### src/rtl/gpsdo_pkg.sv
// gpsdo_pkg: shared types, constants and arithmetic helpers for the GPSDO
// disciplining loop. Holds the controller and serializer state encodings,
// the status-frame header, the status bit positions and the clamp helpers.
package gpsdo_pkg;

  typedef enum logic [2:0] {
    ST_IDLE,
    ST_ERR,
    ST_INTEG,
    ST_DUTY,
    ST_TX_LOAD,
    ST_TX_WAIT
  } state_t;

  typedef enum logic [1:0] {
    TX_IDLE,
    TX_SEND,
    TX_GAP,
    TX_HOLD
  } tx_state_t;

  localparam logic [7:0] FRAME_HDR = 8'hA5;

  // Status byte layout: {lock_n, holdover, overrun, lead, 4'b0}
  localparam int unsigned ST_BIT_LOCK = 7;
  localparam int unsigned ST_BIT_HOLD = 6;
  localparam int unsigned ST_BIT_OVR  = 5;
  localparam int unsigned ST_BIT_LEAD = 4;

  // Datapath widths: loop arithmetic is signed 48-bit, e/integrator stored 34-bit
  localparam int unsigned CALC_W = 48;
  localparam int unsigned ERR_W  = 34;

  function automatic logic signed [CALC_W-1:0] clamp_s48(
    input logic signed [CALC_W-1:0] x,
    input logic signed [CALC_W-1:0] lo,
    input logic signed [CALC_W-1:0] hi
  );
    if (x < lo) return lo;
    else if (x > hi) return hi;
    else return x;
  endfunction

  function automatic logic [7:0] sat_s8(input logic signed [CALC_W-1:0] x);
    return 8'(clamp_s48(x, -48'sd128, 48'sd127));
  endfunction

endpackage

### src/rtl/gpsdo_frame_tx.sv
// gpsdo_frame_tx: serializes one 4-byte status frame (header, status, error,
// XOR checksum) over a Uart_En/Uart_Busy handshake.
// Ports: i_clk/i_rst_n clock and async active-low reset; i_start latches
// i_status/i_err and begins a frame; i_busy transmitter busy; o_en one-cycle
// send strobe with o_data; o_done one-cycle pulse after the 4th byte.
module gpsdo_frame_tx
  import gpsdo_pkg::*;
(
  input  logic       i_clk,
  input  logic       i_rst_n,
  input  logic       i_start,
  input  logic [7:0] i_status,
  input  logic [7:0] i_err,
  input  logic       i_busy,
  output logic       o_en,
  output logic [7:0] o_data,
  output logic       o_done
);

  tx_state_t  r_state, w_state_nxt;
  logic [1:0] r_idx, w_idx_nxt;
  logic [7:0] r_status, r_err, r_chk, w_byte;
  logic [7:0] r_data;
  logic       r_en, r_done, w_en_nxt, w_done_nxt;

  // Byte selected by the current frame position
  always_comb begin
    case (r_idx)
      2'd0:    w_byte = FRAME_HDR;
      2'd1:    w_byte = r_status;
      2'd2:    w_byte = r_err;
      default: w_byte = r_chk;
    endcase
  end

  // Next state: send when idle, skip the strobe cycle, then wait for not-busy
  always_comb begin
    w_state_nxt = r_state;
    w_idx_nxt   = r_idx;
    w_en_nxt    = 1'b0;
    w_done_nxt  = 1'b0;
    case (r_state)
      TX_IDLE: if (i_start) begin
        w_state_nxt = TX_SEND;
        w_idx_nxt   = 2'd0;
      end
      TX_SEND: if (!i_busy) begin
        w_en_nxt    = 1'b1;
        w_state_nxt = TX_GAP;
      end
      TX_GAP:  w_state_nxt = TX_HOLD;
      TX_HOLD: if (!i_busy) begin
        if (r_idx == 2'd3) begin
          w_state_nxt = TX_IDLE;
          w_done_nxt  = 1'b1;
        end else begin
          w_state_nxt = TX_SEND;
          w_idx_nxt   = r_idx + 2'd1;
        end
      end
      default: w_state_nxt = TX_IDLE;
    endcase
  end

  always_ff @(posedge i_clk or negedge i_rst_n) begin
    if (!i_rst_n) begin
      r_state  <= TX_IDLE;
      r_idx    <= 2'd0;
      r_status <= 8'd0;
      r_err    <= 8'd0;
      r_chk    <= 8'd0;
      r_data   <= 8'd0;
      r_en     <= 1'b0;
      r_done   <= 1'b0;
    end else begin
      r_state <= w_state_nxt;
      r_idx   <= w_idx_nxt;
      r_en    <= w_en_nxt;
      r_done  <= w_done_nxt;
      if (w_en_nxt) r_data <= w_byte;
      if (r_state == TX_IDLE && i_start) begin
        r_status <= i_status;
        r_err    <= i_err;
        r_chk    <= FRAME_HDR ^ i_status ^ i_err;
      end
    end
  end

  assign o_en   = r_en;
  assign o_data = r_data;
  assign o_done = r_done;

endmodule

### src/rtl/gpsdo_loop_ctrl.sv
// gpsdo_loop_ctrl: GPSDO disciplining loop. Turns each 1PPS phase measurement
// into a clamped PI update of the OCXO PWM duty, tracks lock and holdover,
// and reports every update as a 4-byte status frame.
// Ports: CLK_SYS/CLK_RST clock and async active-low reset; Phase_Valid/
// Phase_Lead/Phase_Cnt measurement; PWM_Duty, LED_Lock (0 = locked),
// Holdover status; Uart_Busy/Uart_En/Uart_Data transmitter handshake.
module gpsdo_loop_ctrl
  import gpsdo_pkg::*;
#(
  parameter int unsigned DUTY_CENTER = 33300,
  parameter int unsigned DUTY_MIN    = 0,
  parameter int unsigned DUTY_MAX    = 65535,
  parameter int unsigned KP_SHL      = 4,
  parameter int unsigned KI_SHR      = 2,
  parameter int unsigned ERR_MAX     = 5000000,
  parameter int unsigned INT_MAX     = 1000000,
  parameter int unsigned DEADBAND    = 2,
  parameter int unsigned LOCK_COUNT  = 8,
  parameter int unsigned UNLOCK_THR  = 20,
  parameter int unsigned TIMEOUT_CYC = 15000000
) (
  input  logic        CLK_SYS,
  input  logic        CLK_RST,
  input  logic        Phase_Valid,
  input  logic        Phase_Lead,
  input  logic [31:0] Phase_Cnt,
  output logic [31:0] PWM_Duty,
  output logic        LED_Lock,
  output logic        Holdover,
  input  logic        Uart_Busy,
  output logic        Uart_En,
  output logic [7:0]  Uart_Data
);

  localparam int unsigned LOCK_W = 8;
  localparam logic signed [CALC_W-1:0] C_CENTER   = CALC_W'(DUTY_CENTER);
  localparam logic signed [CALC_W-1:0] C_DUTY_MIN = CALC_W'(DUTY_MIN);
  localparam logic signed [CALC_W-1:0] C_DUTY_MAX = CALC_W'(DUTY_MAX);
  localparam logic signed [CALC_W-1:0] C_ERR_MAX  = CALC_W'(ERR_MAX);
  localparam logic signed [CALC_W-1:0] C_INT_MAX  = CALC_W'(INT_MAX);
  localparam logic signed [CALC_W-1:0] C_DEADBAND = CALC_W'(DEADBAND);
  localparam logic signed [CALC_W-1:0] C_UNLOCK   = CALC_W'(UNLOCK_THR);
  localparam logic [LOCK_W-1:0]        C_LOCK     = LOCK_W'(LOCK_COUNT);
  localparam logic [31:0]              C_TO       = 32'(TIMEOUT_CYC);

  state_t                   r_state, w_state_nxt;
  logic                     r_lead;
  logic [31:0]              r_cnt, r_to_cnt, r_duty;
  logic signed [ERR_W-1:0]  r_e, r_integ;
  logic [LOCK_W-1:0]        r_lock_cnt, w_lock_inc;
  logic                     r_led, r_hold, r_ovr, r_ovr_tx, r_hold_pend;
  logic signed [CALC_W-1:0] w_meas, w_e_sat, w_e_nxt, w_e48, w_integ48;
  logic signed [CALC_W-1:0] w_abs_e, w_int_nxt, w_duty_nxt;
  logic [7:0]               w_status, w_err_byte;
  logic                     w_to_hit, w_drop, w_tx_start, w_tx_done;

  // Loop arithmetic for the ERR, INTEG and DUTY stages
  always_comb begin
    w_meas = $signed({16'd0, r_cnt});
    if (r_lead) w_meas = -w_meas;
    w_e_sat    = clamp_s48(w_meas, -C_ERR_MAX, C_ERR_MAX);
    w_e_nxt    = (w_e_sat <= C_DEADBAND && w_e_sat >= -C_DEADBAND) ? '0 : w_e_sat;
    w_e48      = {{(CALC_W-ERR_W){r_e[ERR_W-1]}}, r_e};
    w_integ48  = {{(CALC_W-ERR_W){r_integ[ERR_W-1]}}, r_integ};
    w_abs_e    = w_e48[CALC_W-1] ? -w_e48 : w_e48;
    w_int_nxt  = clamp_s48(w_integ48 + w_e48, -C_INT_MAX, C_INT_MAX);
    w_duty_nxt = clamp_s48(C_CENTER + (w_e48 <<< KP_SHL) + (w_integ48 >>> KI_SHR),
                           C_DUTY_MIN, C_DUTY_MAX);
    w_lock_inc = (r_lock_cnt == C_LOCK) ? r_lock_cnt : r_lock_cnt + LOCK_W'(1);
    w_status   = '0;
    w_status[ST_BIT_LOCK] = r_led;
    w_status[ST_BIT_HOLD] = r_hold;
    w_status[ST_BIT_OVR]  = r_ovr;
    w_status[ST_BIT_LEAD] = r_lead;
    w_err_byte = sat_s8(w_e48);
  end

  // Expiry fires once; a coincident measurement suppresses it
  assign w_to_hit = !Phase_Valid && (r_to_cnt == C_TO - 32'd1);
  assign w_drop   = Phase_Valid && (r_state != ST_IDLE);

  // Next-state: measurement pipeline, then frame transmission
  always_comb begin
    w_state_nxt = r_state;
    w_tx_start  = 1'b0;
    case (r_state)
      ST_IDLE: begin
        if (Phase_Valid)      w_state_nxt = ST_ERR;
        else if (r_hold_pend) w_state_nxt = ST_TX_LOAD;
      end
      ST_ERR:     w_state_nxt = ST_INTEG;
      ST_INTEG:   w_state_nxt = ST_DUTY;
      ST_DUTY:    w_state_nxt = ST_TX_LOAD;
      ST_TX_LOAD: begin
        w_tx_start  = 1'b1;
        w_state_nxt = ST_TX_WAIT;
      end
      ST_TX_WAIT: if (w_tx_done) w_state_nxt = ST_IDLE;
      default:    w_state_nxt = ST_IDLE;
    endcase
  end

  always_ff @(posedge CLK_SYS or negedge CLK_RST) begin
    if (!CLK_RST) begin
      r_state     <= ST_IDLE;
      r_lead      <= 1'b0;
      r_cnt       <= '0;
      r_e         <= '0;
      r_integ     <= '0;
      r_lock_cnt  <= '0;
      r_to_cnt    <= '0;
      r_duty      <= 32'(DUTY_CENTER);
      r_led       <= 1'b1;
      r_hold      <= 1'b0;
      r_ovr       <= 1'b0;
      r_ovr_tx    <= 1'b0;
      r_hold_pend <= 1'b0;
    end else begin
      r_state <= w_state_nxt;
      if (Phase_Valid)          r_to_cnt <= '0;
      else if (r_to_cnt != C_TO) r_to_cnt <= r_to_cnt + 32'd1;
      case (r_state)
        ST_IDLE: begin
          if (Phase_Valid) begin
            r_lead <= Phase_Lead;
            r_cnt  <= Phase_Cnt;
          end else if (r_hold_pend) begin
            // Holdover frame carries a zero error byte
            r_e         <= '0;
            r_hold_pend <= 1'b0;
          end
        end
        ST_ERR:   r_e <= ERR_W'(w_e_nxt);
        ST_INTEG: begin
          r_integ <= ERR_W'(w_int_nxt);
          if (r_e == '0) begin
            r_lock_cnt <= w_lock_inc;
            if (w_lock_inc == C_LOCK) r_led <= 1'b0;
          end else begin
            r_lock_cnt <= '0;
            if (w_abs_e > C_UNLOCK) r_led <= 1'b1;
          end
        end
        ST_DUTY:    r_duty <= 32'(w_duty_nxt);
        ST_TX_LOAD: r_ovr_tx <= 1'b0;
        // Overruns after the status byte was latched belong to the next frame
        ST_TX_WAIT: if (w_tx_done) r_ovr <= r_ovr_tx;
        default: ;
      endcase
      if (w_drop) begin
        r_ovr <= 1'b1;
        if (r_state == ST_TX_LOAD || r_state == ST_TX_WAIT) r_ovr_tx <= 1'b1;
      end
      if (Phase_Valid) begin
        r_hold      <= 1'b0;
        r_hold_pend <= 1'b0;
      end
      if (w_to_hit) begin
        r_hold      <= 1'b1;
        r_led       <= 1'b1;
        r_lock_cnt  <= '0;
        r_hold_pend <= 1'b1;
      end
    end
  end

  gpsdo_frame_tx u_frame_tx (
    .i_clk    (CLK_SYS),
    .i_rst_n  (CLK_RST),
    .i_start  (w_tx_start),
    .i_status (w_status),
    .i_err    (w_err_byte),
    .i_busy   (Uart_Busy),
    .o_en     (Uart_En),
    .o_data   (Uart_Data),
    .o_done   (w_tx_done)
  );

  assign PWM_Duty = r_duty;
  assign LED_Lock = r_led;
  assign Holdover = r_hold;

endmodule

### config.mk
export PLATFORM = sky130hd
export DESIGN_NAME = gpsdo_loop_ctrl
export DESIGN_NICKNAME = d
export VERILOG_FILES = /design/src/rtl/gpsdo_pkg.sv /design/src/rtl/gpsdo_frame_tx.sv /design/src/rtl/gpsdo_loop_ctrl.sv
export SDC_FILE = /design/constraint.sdc
export NUM_CORES = 1
export LEC_CHECK = 0
export ABC_CLOCK_PERIOD_IN_PS = 4860
export BUFFER_PORTS_ARGS = -buffer_cell sky130_fd_sc_hd__buf_2
export CAP_MARGIN = 5
export CORE_ASPECT_RATIO = 2
export CORE_MARGIN = 3
export CORE_UTILIZATION = 45
export DETAILED_ROUTE_END_ITERATION = 8
export GPL_TIMING_DRIVEN = 1
export SKIP_LAST_GASP = 1
export SLEW_MARGIN = 5
export SYNTH_ARGS = -nofsm -noshare
export SYNTH_HDL_FRONTEND = slang
export SYNTH_SLANG_ARGS = --single-unit
export TNS_END_PERCENT = 10
### constraint.sdc
create_clock -name CLK_SYS -period 4.86 [get_ports CLK_SYS]
set_input_delay 0.729 -clock CLK_SYS [delete_from_list [all_inputs] [get_ports CLK_SYS]]
set_output_delay 0.729 -clock CLK_SYS [all_outputs]
set_load 0.02 [all_outputs]
Word-level counts from Yosys, hierarchy flattened --
Cells that the tools add are included.
Word-level totals: bits in registers 215, input port bits 37, output and inout bits 43
Cells by class: bitwise operators 2, order comparisons 11, add/subtract/negate cells 8, muxes and demuxes 56, reductions and logical operators 27, equal/unequal tests 24
Operators by type and width (count):
- 2-to-1 mux 48 bit | 4
- 2-to-1 mux 34 bit | 5
- 2-to-1 mux 32 bit | 4
- case mux 34 bit (2 select lines) | 1
- greater-or-equal comparator 48 x 2 -> 1 bit, second input constant | 1
- > comparator 48 x 24 -> 1 bit, second input constant | 1
- > comparator 48 x 6 -> 1 bit, second input constant | 1
- less-or-equal comparator 48 x 3 -> 1 bit, second input constant | 1
- less-than comparator 48 x 24 -> 1 bit, second input constant | 1
- 2-to-1 mux 8 bit | 6
- negation 32 -> 48 bit | 1
- negation 34 -> 48 bit | 1
- adder 39 x 32 -> 40 bit | 1
- > comparator 40 x 17 -> 1 bit, second input constant | 1
- less-than comparator 40 x 1 -> 1 bit, second input constant | 1
- adder 17 x 38 -> 39 bit, first input constant | 1
- adder 34 x 34 -> 35 bit | 1
- > comparator 35 x 21 -> 1 bit, second input constant | 1
- less-than comparator 35 x 21 -> 1 bit, second input constant | 1
- > comparator 34 x 8 -> 1 bit, second input constant | 1
- zero test 34 bit | 1
- less-than comparator 34 x 8 -> 1 bit, second input constant | 1
- adder 32 x 1 -> 32 bit, second input constant | 1
- == test 32 x 24 -> 1 bit, second input constant | 1
- other kinds (32) | 89

Longest topological paths before layout --
Gate-level depths: netlist of run 1.
depth in word-level cells 9, mapped depth 17, depth with buffers taken out 15

Hierarchy --
From an unflattened synthesis of run 1, not the netlist that was laid out.
Second synthesis, totals: cell total of the unflattened synthesis 2091, area total of the unflattened synthesis 17454.2 um2
Modules (own cells, without submodules):
- gpsdo_loop_ctrl | cells an instance 1938, sequential area each 4535.6 um2, times used 1, area each 15572.4 um2
- gpsdo_frame_tx | cells an instance 153, sequential area each 950.9 um2, times used 1, area each 1881.8 um2

Worst setup path before layout of run 1 --
No wires, ideal clock.
kind flip-flop to flip-flop, start register r_e[23], end register r_integ[6], path buffers 1, library setup time 0.127 ns, cell stages (with the launch flop) 14, arrival time 3.826 ns, required time 4.733 ns, setup slack 0.907 ns, cells stage by stage dfrtp_1 -> ha_1 -> clkbuf_1 -> inv_1 -> nor3_1 -> nand4_1 -> o31a_1 -> a311oi_1 -> xor2_1 -> or3b_1 -> nor4b_1 -> or4b_4 -> o21a_1 -> o32a_2
On the way: longest elaborated chain between the ends 4
Ends and longest elaborated chain:
- from (decl) | RTL line gpsdo_loop_ctrl.sv:49 | logic signed [ERR_W-1:0] r_e, r_integ;
- from (signal assigned) | RTL line gpsdo_loop_ctrl.sv:133 | ST_ERR: r_e <= ERR_W'(w_e_nxt);
- adder 34 x 34 -> 35 bit (*) | RTL line gpsdo_loop_ctrl.sv:66 | w_int_nxt = clamp_s48(w_integ48 + w_e48, -C_INT_MAX, C_INT_MAX);
- > comparator 35 x 21 -> 1 bit | RTL line gpsdo_pkg.sv:40 | else if (x > hi) return hi;
- 2-to-1 mux 34 bit | RTL line gpsdo_pkg.sv:40
- 2-to-1 mux 34 bit (*) | RTL line gpsdo_pkg.sv:39 | if (x < lo) return lo;
- to (signal assigned) | RTL line gpsdo_loop_ctrl.sv:135 | r_integ <= ERR_W'(w_int_nxt);
- to (decl) | RTL line gpsdo_loop_ctrl.sv:49
Every way passes the cells marked *; elsewhere a longest branch is shown, timed or not. A chain may end at the register's enable or synchronous reset.

Final worst setup path of run 1 --
start register r_e[28], end register r_duty[5] (netlist: PWM_Duty[5])
On the way: longest elaborated chain between the ends 5
Ends and longest elaborated chain:
- adder 17 x 38 -> 39 bit (*) | RTL line gpsdo_loop_ctrl.sv:67 | w_duty_nxt = clamp_s48(C_CENTER + (w_e48 <<< KP_SHL) + (w_integ48 >>> KI_SHR),
- adder 39 x 32 -> 40 bit (*) | RTL line gpsdo_loop_ctrl.sv:67
- > comparator 40 x 17 -> 1 bit | RTL line gpsdo_pkg.sv:40
- 2-to-1 mux 32 bit | RTL line gpsdo_pkg.sv:40
- 2-to-1 mux 32 bit (*) | RTL line gpsdo_pkg.sv:39
- to (signal assigned) | RTL line gpsdo_loop_ctrl.sv:112 | r_duty <= 32'(DUTY_CENTER);
- to (signal assigned) | RTL line gpsdo_loop_ctrl.sv:144 | ST_DUTY: r_duty <= 32'(w_duty_nxt);
- to (decl) | RTL line gpsdo_loop_ctrl.sv:48 | logic [31:0] r_cnt, r_to_cnt, r_duty;
Marks and branches as above.

==> metrics.csv, run 1 <==
metric,value,unit
grt_start_max_net_pins,100,
port_buffers,79,
fin_tns_setup,0,ns
worstReg2RegStart,r_e[28],
via_per_inst,6.25,
initial_core_util,45.8,%
nets,2149,
utilization,50.7,%
yosysTopAreaCell,dfrtp_1,
antenna_cells,0,
num_vias,15371,
maxSlewViolCount,0,
yosys-top-cells-area,"dfrtp_1 32%, ha_1 9.0%, nor2_1 4.2%",
worst_ep_required_time,5.28,ns
rr_worst_depth,14,
layout_min_cycle_time,4.61,ns
worst_pin_slew,1.12,ns
async_flop_share,100,%
dp.cells,2419,
cts_tree,yes,
max_slew_margin,24.7,%
cp_slowest_cell,or4_1,
drive_gt1_share,13.6,%
end_kind,register,
clock_sinks,213,
final_cells,2458,
synth-main-ff-cell,dfrtp_1,
cp-startpoint,r_e[28],
postRouteAntennaNets,0,
path_clk_slew,0.06,ns
crit_fanout,16,
mostFrequentLayoutCells,"207 x dfrtp_1, 182 x nor2_1, 170 x nand2_1",
grt_pass1_wl,84.8,mm
wl_per_cell,22.2,µm
die_area,39000,µm²
rsz0062_at_grt,false,
ys_seq_area_share,32.5,%
worstSetupPathType,register to register,
synth_edf_count,0,
synth_cells,1924,
wirelength,54.5,mm
synthDominantCellAreaShare,31.7,%
post_cts_buffers,0,
rows,98,
fp.dieW,141,µm
gp_congestion,0.994,
die_y,276,µm
syn-cell-area,16400,µm²
hp-class,input pin to async pin,
grt_usage,27.4,%
setup_viol,0,
cts-root-buf,clkbuf_16,
start_kind,register,
cp.arrival,5.03,ns
crit_path_max_incr_delay,0.53,ns
mostFrequentLayoutCell,dfrtp_1,
yosys_warnings,0,
ys_types,107,
pin_count,80,
period_share,94.9,%
r2r-end,PWM_Duty[5],
clock_latency,0.54,ns
maxCapViolations,0,
max_freq,217,MHz
place_hpwl,42.8,mm
numCtsBuffers,22,
antenna_found_initial,0,
syn_avg_cell_area,8.55,µm²
syn_to_final_growth,10.8,%
synth_seq_cells,213,
coreArea,35900,µm²
fin_skew,0.0227,ns
holdWs,0.206,ns
h-tree-depth,1,
drtIter0Drc,849,
rrSetupSlack,0.25,ns
drtPass1Iterations,6,
clockBufferDepth,3,
grt_pass1_vias,15703,
crit_chain,"ha_1, ha_1, inv_1, a222oi_1, nand4_1, or4_1, a2111oi_0, o2111ai_1, nor4_1, nand4_1, nor4_1, o2111a_1, buf_4, a211oi_1",
status,finished clean,
drcViolationCount,0,
final-hold-violation-count,0,
grt_overflow_total,0,
synthesis.nets,2080,
-- flip-flops by register name, indices dropped and copies added (netlist names) --
register / cells
r_e: 34
r_ovr: 1
u_frame_tx.o_data: 8
r_lock_cnt: 8
r_integ: 34
u_frame_tx.o_done: 1
r_hold_pend: 1
r_lead: 1
u_frame_tx.r_status: 4
u_frame_tx.r_chk: 8
Holdover: 1
u_frame_tx.r_err: 6
u_frame_tx.o_en: 1
r_ovr_tx: 1
PWM_Duty: 32
LED_Lock: 1
r_cnt: 32
u_frame_tx.r_idx: 2
r_state: 3
u_frame_tx.r_state: 2
r_to_cnt: 32
-- cell type report --
type / count / area [µm²]
Tap cell: 450 / 563
Inverter: 69 / 259
Sequential cell: 213 / 5340
Fill cell: 3560 / 17700
Multi-Input combinational cell: 1540 / 10400
Timing Repair Buffer: 147 / 916
Clock buffer: 32 / 648
Clock inverter: 7 / 58.8
-- synthesized netlist by cell type (12+ instances only) --
master,instances
nor2b_1,13
nor4_1,23
a221o_1,12
nand2b_1,20
ha_1,118
o21a_1,15
and3_1,13
a31oi_1,23
dfrtp_1,208
o31ai_1,23
a21o_1,39
a21oi_1,97
o21ai_0,136
xnor2_1,58
xor2_1,69
inv_1,68
nand4_1,31
o22ai_1,14
o211ai_1,23
or3_1,16
nor3_1,43
nand3_1,74
mux2_2,31
nor2_1,182
clkbuf_1,79
a211oi_1,31
and2_1,29
buf_2,18
nand2_1,170
-- kinds of logic (layout without fill, tap and decap cells) --
family / count (synthesis) / in the layout / share of synthesized area, %
xor+xnor: 127 / 127 / 6.76
buf+inv: 171 / 255 / 4.12
fa+ha+maj: 119 / 119 / 9.10
compound gates: 565 / 565 / 23.7
mux: 42 / 42 / 2.79
simple gates: 687 / 687 / 21.0
flops: 213 / 213 / 32.5
-- what timing repair did --
action	CTS	global route
setup endpoints to repair	0	12
gates resized for setup	0	1
hold buffers	0	0
-- worst max path at each step --
stage / endpoint / cells after the start
after floorplan: r_integ[6] / 13
after global placement: PWM_Duty[3] / 14
after detailed placement: PWM_Duty[11] / 14
after CTS: PWM_Duty[11] / 14
after global routing: PWM_Duty[10] / 14
final: PWM_Duty[5] / 14
-- worst max-delay path, delay by kind of cell (launching register included) --
kind	cells	cell delay (ns)
AOI/OAI and AO/OA	5	1.41
adders and majority gates	2	0.78
buffers and inverters	2	0.37
DFF	1	0.52
and+or+nand+nor	5	1.41
-- routing by layer --
| layer | part of all wire [%] | global-route usage (%) | vias up |
|---|---|---|---|
| li1 | - | - | 7235 |
| met1 | 33 | 26.2 | 7398 |
| met2 | 54 | 51.3 | 503 |
| met3 | 3.9 | 3.39 | 235 |
| met4 | 9.3 | 21.1 | 0 |
| met5 | 0 | 0 | - |
-- metrics by stage --
stage               setup WS [ns]  cell area [µm²]
floorplan                   0.907            16400
detailed placement          0.305            17500
global route               0.0274            18200
global placement            0.198            17500
CTS                         0.241            18200
finish                      0.246            18200
Power of run 1 is not shown: default switching activity piles up to over one toggle a cycle in this logic, so the estimate is an artifact.
==> run 2: changes to the inputs <==
--- a/config.mk
+++ b/config.mk
@@ -8,11 +8,14 @@
 export ABC_CLOCK_PERIOD_IN_PS = 4860
 export BUFFER_PORTS_ARGS = -buffer_cell sky130_fd_sc_hd__buf_2
 export CAP_MARGIN = 5
+export CELL_PAD_IN_SITES_DETAIL_PLACEMENT = 0
+export CELL_PAD_IN_SITES_GLOBAL_PLACEMENT = 2
 export CORE_ASPECT_RATIO = 2
 export CORE_MARGIN = 3
-export CORE_UTILIZATION = 45
+export CORE_UTILIZATION = 39
 export DETAILED_ROUTE_END_ITERATION = 8
 export GPL_TIMING_DRIVEN = 1
+export PLACE_DENSITY_LB_ADDON = 0.1
 export SKIP_LAST_GASP = 1
 export SLEW_MARGIN = 5
 export SYNTH_ARGS = -nofsm -noshare
==> run 2 against run 1 <==
Clock skew is 0.00088 ns lower. Non-clock buffer count is 17 higher. Count of clock-buffer cells in the layout is 3 higher. Global-route usage is 0.58 points lower. Flip-flop and latch count stayed put.
==> metrics.csv, run 2 (same netlist as run 1, synthesis figures left out) <==
metric,value,unit,change
via_per_inst,5.91,,-5.4%
rsz0062_at_grt,false,,
grt_overflow_total,0,,unchanged
crit_path_max_incr_delay,0.63,ns,+0.10 ns
mostFrequentLayoutCells,"208 x dfrtp_1, 182 x nor2_1, 170 x nand2_1",,
wl_per_cell,23.5,µm,+5.8%
start_kind,register,,
crit_fanout,10,,-6
cp_common_cell,o21a_1,,
coreArea,41400,µm²,+15%
final-hold-violation-count,0,,unchanged
utilization,44.9,%,-5.8 points
worst_ep_required_time,5.30,ns,+0.02 ns
crit_chain,"ha_1, a211oi_1, o21ba_2, o21a_1, o211ai_1, a31oi_1, a22oi_1, nor4b_1, or4b_4, o21a_1, buf_4, o32ai_2",,
period_share,94.1,%,-0.87 points
syn_to_final_growth,13.0,%,
rrSetupSlack,0.29,ns,+0.04 ns
die_y,296,µm,+7.3%
cp_slowest_cell,a31oi_1,,
largestRegisters,"r_e (34), r_integ (34)",,
setup_viol,0,,unchanged
die_area,44800,µm²,+15%
mostFrequentLayoutCell,dfrtp_1,,
cts_tree,yes,,
max_freq,219,MHz,+0.93%
grt_pass1_wl,91.8,mm,+8.3%
max_slew_margin,30.0,%,+5.3 points
worstSetupPathType,register to register,,
postRouteAntennaNets,0,,unchanged
fin_tns_setup,0,ns,unchanged
maxCapViolations,0,,unchanged
nets,2167,,+0.84%
r2r-end,r_integ[2],,
clock_latency,0.54,ns,about the same
h-tree-depth,1,,unchanged
rows,105,,+7.1%
port_buffers,79,,unchanged
drcViolationCount,0,,unchanged
cts-root-buf,clkbuf_16,,
path_clk_slew,0.07,ns,about the same
worstReg2RegStart,r_e[2],,
status,finished clean,,
post_cts_buffers,0,,unchanged
grt_usage,26.8,%,-0.58 points
worst_pin_slew,1.05,ns,-0.0786 ns
grt_start_max_net_pins,110,,+10%
num_vias,15152,,-1.4%
antenna_cells,0,,unchanged
cp-startpoint,r_e[2],,
clockBufferDepth,3,,unchanged
place_hpwl,47.6,mm,+11%
cp.arrival,5.02,ns,about the same
rr_worst_depth,12,,-2
drtIter0Drc,698,,-18%
hp-class,input pin to async pin,,
clock_sinks,213,,unchanged
drive_gt1_share,14.5,%,+0.86 points
fin_skew,0.0219,ns,-0.000882 ns
antenna_found_initial,0,,unchanged
maxSlewViolCount,0,,unchanged
fp.dieW,151,µm,+7.1%
initial_core_util,39.7,%,-6.0 points
grt_pass1_vias,15619,,-0.53%
end_kind,register,,
layout_min_cycle_time,4.57,ns,-0.0425 ns
numCtsBuffers,23,,+4.5%
drtPass1Iterations,5,,-1
ctsResizeCount,0,,unchanged
wirelength,60.1,mm,+10%
path_buf_inv,1,,-1
gp_congestion,0.968,,-2.6%
pin_count,80,,unchanged
hold_buffers,0,,unchanged
path_delay_family,compound AO/OA/AOI/OAI gates,,
-- run 2: cell count changes in the layout (fill, tap and decap cells not counted), moves of 2 or more --
cell | before | now
buf_12 | 0 | 3
buf_4 | 68 | 81
clkbuf_8 | 6 | 9
clkinv_2 | 2 | 0
clkinvlp_4 | 2 | 0
inv_6 | 1 | 4
-- run 2: final cells by class --
class / instances / area, µm²
clock inverter: 6 / 81.3
inverter: 69 / 259
clock buffer: 35 / 711
tap: 535 / 669
sequential: 213 / 5340
fill: 4169 / 22800
multi-input combinational: 1540 / 10500
timing repair buffer: 164 / 1080
-- run 2: worst max-delay path by stage --
stage / end / slack, ns / cells past startpoint
after floorplan: r_integ[6] / 0.91 / 13
after global placement: r_integ[6] / 0.36 / 11
after detailed placement: r_integ[2] / 0.36 / 12
after CTS: r_integ[2] / 0.33 / 12
after global routing: r_integ[2] / 0.10 / 13
final: r_integ[2] / 0.29 / 12
-- run 2: worst reg2reg max path, delay by kind of cell (launching register included) --
kind | cells | cell delay, ns
flip-flops | 1 | 0.54
buffers and inverters | 1 | 0.19
AND/OR/NAND/NOR | 2 | 0.85
AO/OA/AOI/OAI | 8 | 2.54
adder cells (fa/ha/maj) | 1 | 0.35
-- run 2: routing by layer --
layer	global-route usage, %	vias up	routed length [µm]
met5	0	-	0
met1	27.1	7360	20700
li1	-	7281	-
met3	2.27	166	1740
met2	51.7	345	33300
met4	16.3	0	4340
-- run 2: metrics by stage --
step	cells	hold WS (ns)	setup slack, ns	area [µm²]
after floorplan	1924	0.433	0.907	16400
after global placement	2520	0.463	0.360	17800
after detailed placement	2520	0.466	0.363	17800
after CTS	2561	0.300	0.328	18600
after global routing	2562	0.322	0.103	18600
final	2562	0.273	0.289	18600
Power of run 2 is left out for the same reason.
